File: src/rtl/serial_sub_pkg.sv
// Shared FSM encodings and width helper for the bit-serial subtractor.
// Pure declarations: no latency, no flow control.
// Imported by serial_subtractor.
package serial_sub_pkg;

  typedef enum logic [1:0] {
    ST_IDLE  = 2'd0,
    ST_SHIFT = 2'd1,
    ST_DONE  = 2'd2
  } state_t;

  // Bit-counter width: must hold 0..W-1 with a spare bit of headroom
  function automatic int f_cnt_w(input int w);
    return $clog2(w) + 1;
  endfunction

endpackage

File: src/rtl/full_subtractor.sv
// One-bit full-subtractor cell: D = A - B - B_in, borrow out on B_out.
// Combinational, zero latency; no flow control.
module full_subtractor (
  input  logic A,
  input  logic B,
  input  logic B_in,
  output logic D,
  output logic B_out
);

  assign D     = A ^ B ^ B_in;
  assign B_out = (~A & B) | (~(A ^ B) & B_in);

endmodule

File: src/rtl/serial_subtractor.sv
// Bit-serial W-bit subtractor Diff = A - B, LSB first; optional Ovf via SERIAL_SUB_OVF_EN.
// Latency W cycles from the accepting edge; one op per W+1 cycles back-to-back.
// start is accepted only in IDLE/DONE; ignored while busy (no queueing).
module serial_subtractor
  import serial_sub_pkg::*;
#(
  parameter int W = 8
) (
  input  logic         clk,
  input  logic         rst_n,
  input  logic         start,
  input  logic [W-1:0] A,
  input  logic [W-1:0] B,
  output logic         busy,
  output logic         done,
  output logic [W-1:0] Diff,
  output logic         B_out
`ifdef SERIAL_SUB_OVF_EN
  ,
  output logic         Ovf
`endif
);

  localparam int CNT_W = f_cnt_w(W);

  state_t           state, state_nxt;
  logic [W-1:0]     sa, sb, res;
  logic             borrow;
  logic [CNT_W-1:0] cnt;
  logic             d, bo;
  logic             last_bit, accept;

  full_subtractor u_fs (
    .A    (sa[0]),
    .B    (sb[0]),
    .B_in (borrow),
    .D    (d),
    .B_out(bo)
  );

  assign last_bit = (cnt == CNT_W'(W - 1));
  assign accept   = start && ((state == ST_IDLE) || (state == ST_DONE));
  assign busy     = (state == ST_SHIFT);
  assign done     = (state == ST_DONE);

  always_comb begin
    state_nxt = state;
    case (state)
      ST_IDLE:  if (start) state_nxt = ST_SHIFT;
      ST_SHIFT: if (last_bit) state_nxt = ST_DONE;
      ST_DONE:  state_nxt = start ? ST_SHIFT : ST_IDLE;
      default:  state_nxt = ST_IDLE;
    endcase
  end

  always_ff @(posedge clk or negedge rst_n) begin
    if (!rst_n) state <= ST_IDLE;
    else        state <= state_nxt;
  end

  always_ff @(posedge clk or negedge rst_n) begin
    if (!rst_n) begin
      sa     <= '0;
      sb     <= '0;
      res    <= '0;
      borrow <= 1'b0;
      cnt    <= '0;
      Diff   <= '0;
      B_out  <= 1'b0;
    end else if (accept) begin
      sa     <= A;
      sb     <= B;
      borrow <= 1'b0;
      cnt    <= '0;
    end else if (busy) begin
      sa     <= {1'b0, sa[W-1:1]};
      sb     <= {1'b0, sb[W-1:1]};
      res    <= {d, res[W-1:1]};
      borrow <= bo;
      cnt    <= cnt + 1'b1;
      // Published outputs move only on the final bit so they stay stable across later ops
      if (last_bit) begin
        Diff  <= {d, res[W-1:1]};
        B_out <= bo;
      end
    end
  end

`ifdef SERIAL_SUB_OVF_EN
  // On the last shift sa[0]/sb[0] are the operand sign bits and d is the result sign
  always_ff @(posedge clk or negedge rst_n) begin
    if (!rst_n)                Ovf <= 1'b0;
    else if (busy && last_bit) Ovf <= (sa[0] != sb[0]) && (d != sa[0]);
  end
`endif

endmodule

File: config.mk
export PLATFORM = sky130hd
export DESIGN_NAME = serial_subtractor
export DESIGN_NICKNAME = d
export VERILOG_FILES = /design/src/rtl/serial_sub_pkg.sv /design/src/rtl/full_subtractor.sv /design/src/rtl/serial_subtractor.sv
export SDC_FILE = /design/constraint.sdc
export NUM_CORES = 1
export LEC_CHECK = 0
export ABC_CLOCK_PERIOD_IN_PS = 2050
export CAP_MARGIN = 20
export CORE_AREA = 2 2 64 66
export CTS_BUF_LIST = sky130_fd_sc_hd__clkbuf_2
export CTS_CLUSTER_SIZE = 12
export DETAILED_ROUTE_END_ITERATION = 10
export DIE_AREA = 0 0 66 68
export PLACE_DENSITY = 0.75
export RECOVER_POWER = 25
export SLEW_MARGIN = 20
export SYNTH_ARGS = -nofsm -noshare
export SYNTH_HDL_FRONTEND = slang
export SYNTH_HIERARCHICAL = 1
export SYNTH_SLANG_ARGS = --single-unit
File: constraint.sdc
create_clock -name clk -period 2.05 [get_ports clk]
set_input_delay 0.205 -clock clk [delete_from_list [all_inputs] [get_ports clk]]
set_output_delay 0.205 -clock clk [all_outputs]
set_load 0.02 [all_outputs]
After elaboration in Yosys (flattened, before gate mapping) --
Index checks and enable logic that the tools add are counted.
Storage, ports and cells: flip-flop bits (word level) 40, bits of input ports 19, output and inout port bits 11, word-level logic and storage cells 41
Cells by class: add/sub/neg operators 1, equality and inequality tests 5, mux-type cells 12, bitwise gates (word level) 8, reduce and logical (&&, ||, !) cells 7
Operators with widths (count):
- 2-to-1 mux 8 bit | 4
- 2-to-1 mux 4 bit | 2
- one-hot mux 2 bit (3 select lines) | 1
- adder 4 x 1 -> 4 bit, second input constant | 1
- == test 4 x 3 -> 1 bit, second input constant | 1
- 2-to-1 mux 2 bit | 2
- AND reduction 2 bit | 2
- 2-to-1 mux 1 bit | 3
- inverter 1 bit | 3
- AND reduction 3 bit | 1
- bitwise AND 1 bit | 2
- == test 2 x 1 -> 1 bit, second input constant | 1
- == test 2 bit, second input constant | 1
- logical NOT 2 bit | 1
- inequality test 2 x 1 -> 1 bit, second input constant | 1
- inequality test 2 bit, second input constant | 1
- nonzero test 2 bit | 1
- bitwise XOR 1 bit | 2
- logical AND 1 bit | 1
- logical OR 1 bit | 1
- bitwise OR 1 bit | 1

Logic depth before layout (Yosys ltp) --
depth after elaboration 6, mapped depth 6, depth with buffers taken out 4

Hierarchy --
The synthesis kept the hierarchy.
By module, submodules not included:
- serial_subtractor | instances 1, cells each 156, area an instance 1606.5 µm², seq. area each 975.9 µm²
- full_subtractor | instances 1, cells each 4, area an instance 31.3 µm², seq. area each 0.0 µm²

Worst setup path before layout --
Ideal clock, no wire load.
kind register to register, start point reg state[1], end point reg B_out, library setup time 0.125 ns, data arrival time 1.334 ns, data required time 1.925 ns, path slack 0.591 ns, stages on the path, launching flop included 5, path through dfrtp_1 > nand2b_1 > buf_6 > nor3_4 > mux2_2
On the way: word-level cells in the longest chain between the ends 5, elaborated cells between the ends (all ways) 7, those cells by class 2 x eq/ne; 1 x bitwise; 4 x reduce/logical
RTL lines:
- start: declaration | line serial_subtractor.sv:26 | state_t state, state_nxt;
- start signal: assignment | line serial_subtractor.sv:58 | else state <= state_nxt;
- == test 2 bit or logical NOT 2 bit (tied branches) | line serial_subtractor.sv:42 | assign accept = start && ((state == ST_IDLE) || (state == ST_DONE));
- logical OR 1 bit | line serial_subtractor.sv:42
- logical AND 1 bit | line serial_subtractor.sv:42
- inverter 1 bit (no line)
- AND reduction 3 bit (no line) (*)
- end signal: assignment | line serial_subtractor.sv:84 | B_out <= bo;
- end: declaration | line serial_subtractor.sv:17 | output logic B_out
Mark *: on every way between the ends. The rest lies on a longest branch, timed or not. A chain may end at the register's enable or synchronous reset.

Worst setup path in the final report --
start point reg state[0], end point out done
On the way: word-level cells in the longest chain between the ends 1
RTL lines:
- == test 2 bit | line serial_subtractor.sv:44 | assign done = (state == ST_DONE);
- end: declaration | line serial_subtractor.sv:15 | output logic done,
Every way passes these cells.

==> impl_results.md <==
- # port buffers: 29
- Hold WC Path Type: in2reg
- Period minus WS final: 1840 ps
- Post-layout net count: 214
- Peak supply drop: 0.551 mV
- Final period utilization: 89.5%
- Lkg Pwr: 0.949 nW
- TritonCTS clock tree: yes
- Status: finished clean
- Initial antenna violation count: 0
- Cell variety after synth: 27
- CTS root buf: clkbuf_2
- CTS buffer count: 5
- M3 GR Usage: 4.77%
- Detailed Route WL: 3030 µm
- Clk_skew: 11.4 ps
- Synth Flop Type: dfrtp_1
- Grt total ovfl: 0
- Pins Over Slew Limit: 0
- DRT Pass-1 Iters: 4
- RSZ-0062 raised after global routing: no
- Area Growth Syn to Fin: 23.8%
- Final antenna diode count: 0
- Fill count: 367
- First-pass GRT wire length: 5120 µm
- Critical setup path kind: reg2out
- Place WS: 436 ps
- Layout cells sized above 1: 11.9%
- Syn_nets: 181
- Final setup viols: 0
- Hold Crit Depth: 3
- DRC viols: 0
- End-of-flow core utilization: 52.6%
- Fin. Hold Viols: 0
- I/O pins: 30
- Setup TNS: 0 ps
- CTS sink cnt: 39
- GRT met2 Usage: 23.5%
- Commonest non-fill, non-tap cells in the layout: nand2_1, dfrtp_1, clkdlybuf4s50_1
- Data required, critical path: 1850 ps
- Slew HR: 37.9%
- FF-to-FF path depth: 3
- Commonest non-fill, non-tap cell in the layout: nand2_1
- Arr. time, crit path: 1630 ps
- Core Box Area: 3860 µm²
- Number of synthesized flops with an enable pin: 0
- Largest area contributor in the netlist: dfrtp_1
- Top-area cell type share of the netlist area: 59.6%
- DIE HEIGHT: 68 µm
- Crit end category: output pin
- Row count: 23
- CTS Buffer Depth: 2
- Drt wl/cell: 12.4 µm
- FF/Latch Area: 976 µm²
- Overall die area: 4490 µm²
- Async set-reset flop share out of synthesis: 100%
- Worst Max-Slew Pin Slew: 932 ps
- Clock Latency Late Sink: 390 ps
- Routed vias/inst: 4.95
- Register area share after synthesis: 59.6%
- Post-DRT Antenna Nets: 0
- Vias in the first global route: 1,145
- CTS H-Tree Depth: 2
- Worst-path clk slew: 170 ps
- Top fanout value on the critical path: 5
- Post-Syn Area: 1640 µm²
- Max-cap viol count: 0
- Initial Utilization: 42.5%
- Max Fclk: 545 MHz
- DPL Wire Length: 2030 µm
- Power per cell area: 1440 nW/µm²
- Syn. warnings: 6
- Largest cells by area after synthesis: dfrtp_1, nand2_1, mux2_2
- Total Power Consumption: 0.00293 W
- CP Launch Type: flip-flop
- Met1 usage: 20.0%
- Synthesized area per cell: 10.2 µm²
- Synthesized instance count: 160
- Routability-driven placement congestion ratio: 0.722
- Drt initial violations: 29
- All-Layer GR Usage: 15.2%
- Via Count: 1,209
- Register bit total from synthesis: 39
- Die W: 66 µm
- Largest net degree at the start of global routing: 40
- Final setup margin: 215 ps
- Footprint of the multi-input gates: 602 µm²
- Grt peak-use layer: met2
- Total setup buffers inserted after CTS: 0
metal layers:
layer | wire length, µm | up-vias
met5 | 0 | -
met4 | 56 | 0
met2 | 1390 | 28
met3 | 138 | 6
li1 | - | 595
met1 | 1450 | 580
state kept, by name, summed over array words and instances, names as in the netlist:
register,count
Diff,8
cnt,4
B_out,1
state,2
sb,8
res,7
borrow,1
sa,8
worst max-delay path, stage by stage (launching register included):
cell and delay (ps):
dfrtp_1 440, and2b_1 210, clkdlybuf4s50_1 600
final cells by class:
class / instances / share of cell area, %
Sequential cell: 39 / 48.1
Multi-Input combinational cell: 108 / 29.7
Timing Repair Buffer: 35 / 16.5
Tap cell: 50 / 3.08
Clock buffer: 6 / 1.48
Inverter: 4 / 0.740
Clock inverter: 2 / 0.370
metrics by stage:
step,cell area [µm²],hold slack (ps),cells
2_1_floorplan,1640,-90.6,160
3_3_place_gp,1980,365,235
3_5_place_dp,1980,360,235
4_1_cts,2030,353,244
5_1_grt,2030,367,244
6_report,2030,374,244
where the power goes:
| part | total [W] | internal, W | leakage [nW] | switching (W) |
|---|---|---|---|---|
| clock network | 0.000318 | 0.0000821 | 0.0281 | 0.000236 |
| logic | 0.00127 | 0.000592 | 0.434 | 0.000680 |
| registers | 0.00133 | 0.00112 | 0.488 | 0.000216 |
cells by family (layout without fill, tap and decap cells):
| logic type | Yosys count | count (layout) | synth area share, % |
|---|---|---|---|
| xor+xnor | 1 | 1 | 0.535 |
| buf+inv | 13 | 47 | 3.67 |
| flops | 39 | 39 | 59.6 |
| compound gates | 20 | 20 | 8.02 |
| simple gates | 75 | 75 | 19.4 |
| mux | 10 | 10 | 6.80 |
| fa+ha+maj | 2 | 2 | 1.99 |
repair_timing:
item                                    in CTS  in global routing
hold buffers                                 1                  0
hold endpoints to repair                    39                  0
endpoints found under the setup margin       0                  1
resized for setup                            0                  1
synth_stat cells (2+ instances only):
master,n
nand2_1,50
clkbuf_1,4
and2b_1,2
dfrtp_1,39
mux2_2,9
a22o_1,3
o21ai_0,2
buf_2,3
a31oi_1,11
nand2b_1,2
nor2_1,14
inv_1,3
nand3_1,3
a22oi_1,2
final timing paths:
check | from | endpoint | slack, ps
worst min register to register | res[1] | res[1] | 500
worst min-delay path | B[2] | sb[2] | 370
worst max register to register | state[1] | Diff[3] | 430
max in group asynchronous | rst_n | Diff[3] | 1010
worst max-delay path | state[0] | done | 210
min in group asynchronous | rst_n | borrow | 470
Note: power is estimated with default switching activity, not from simulation.
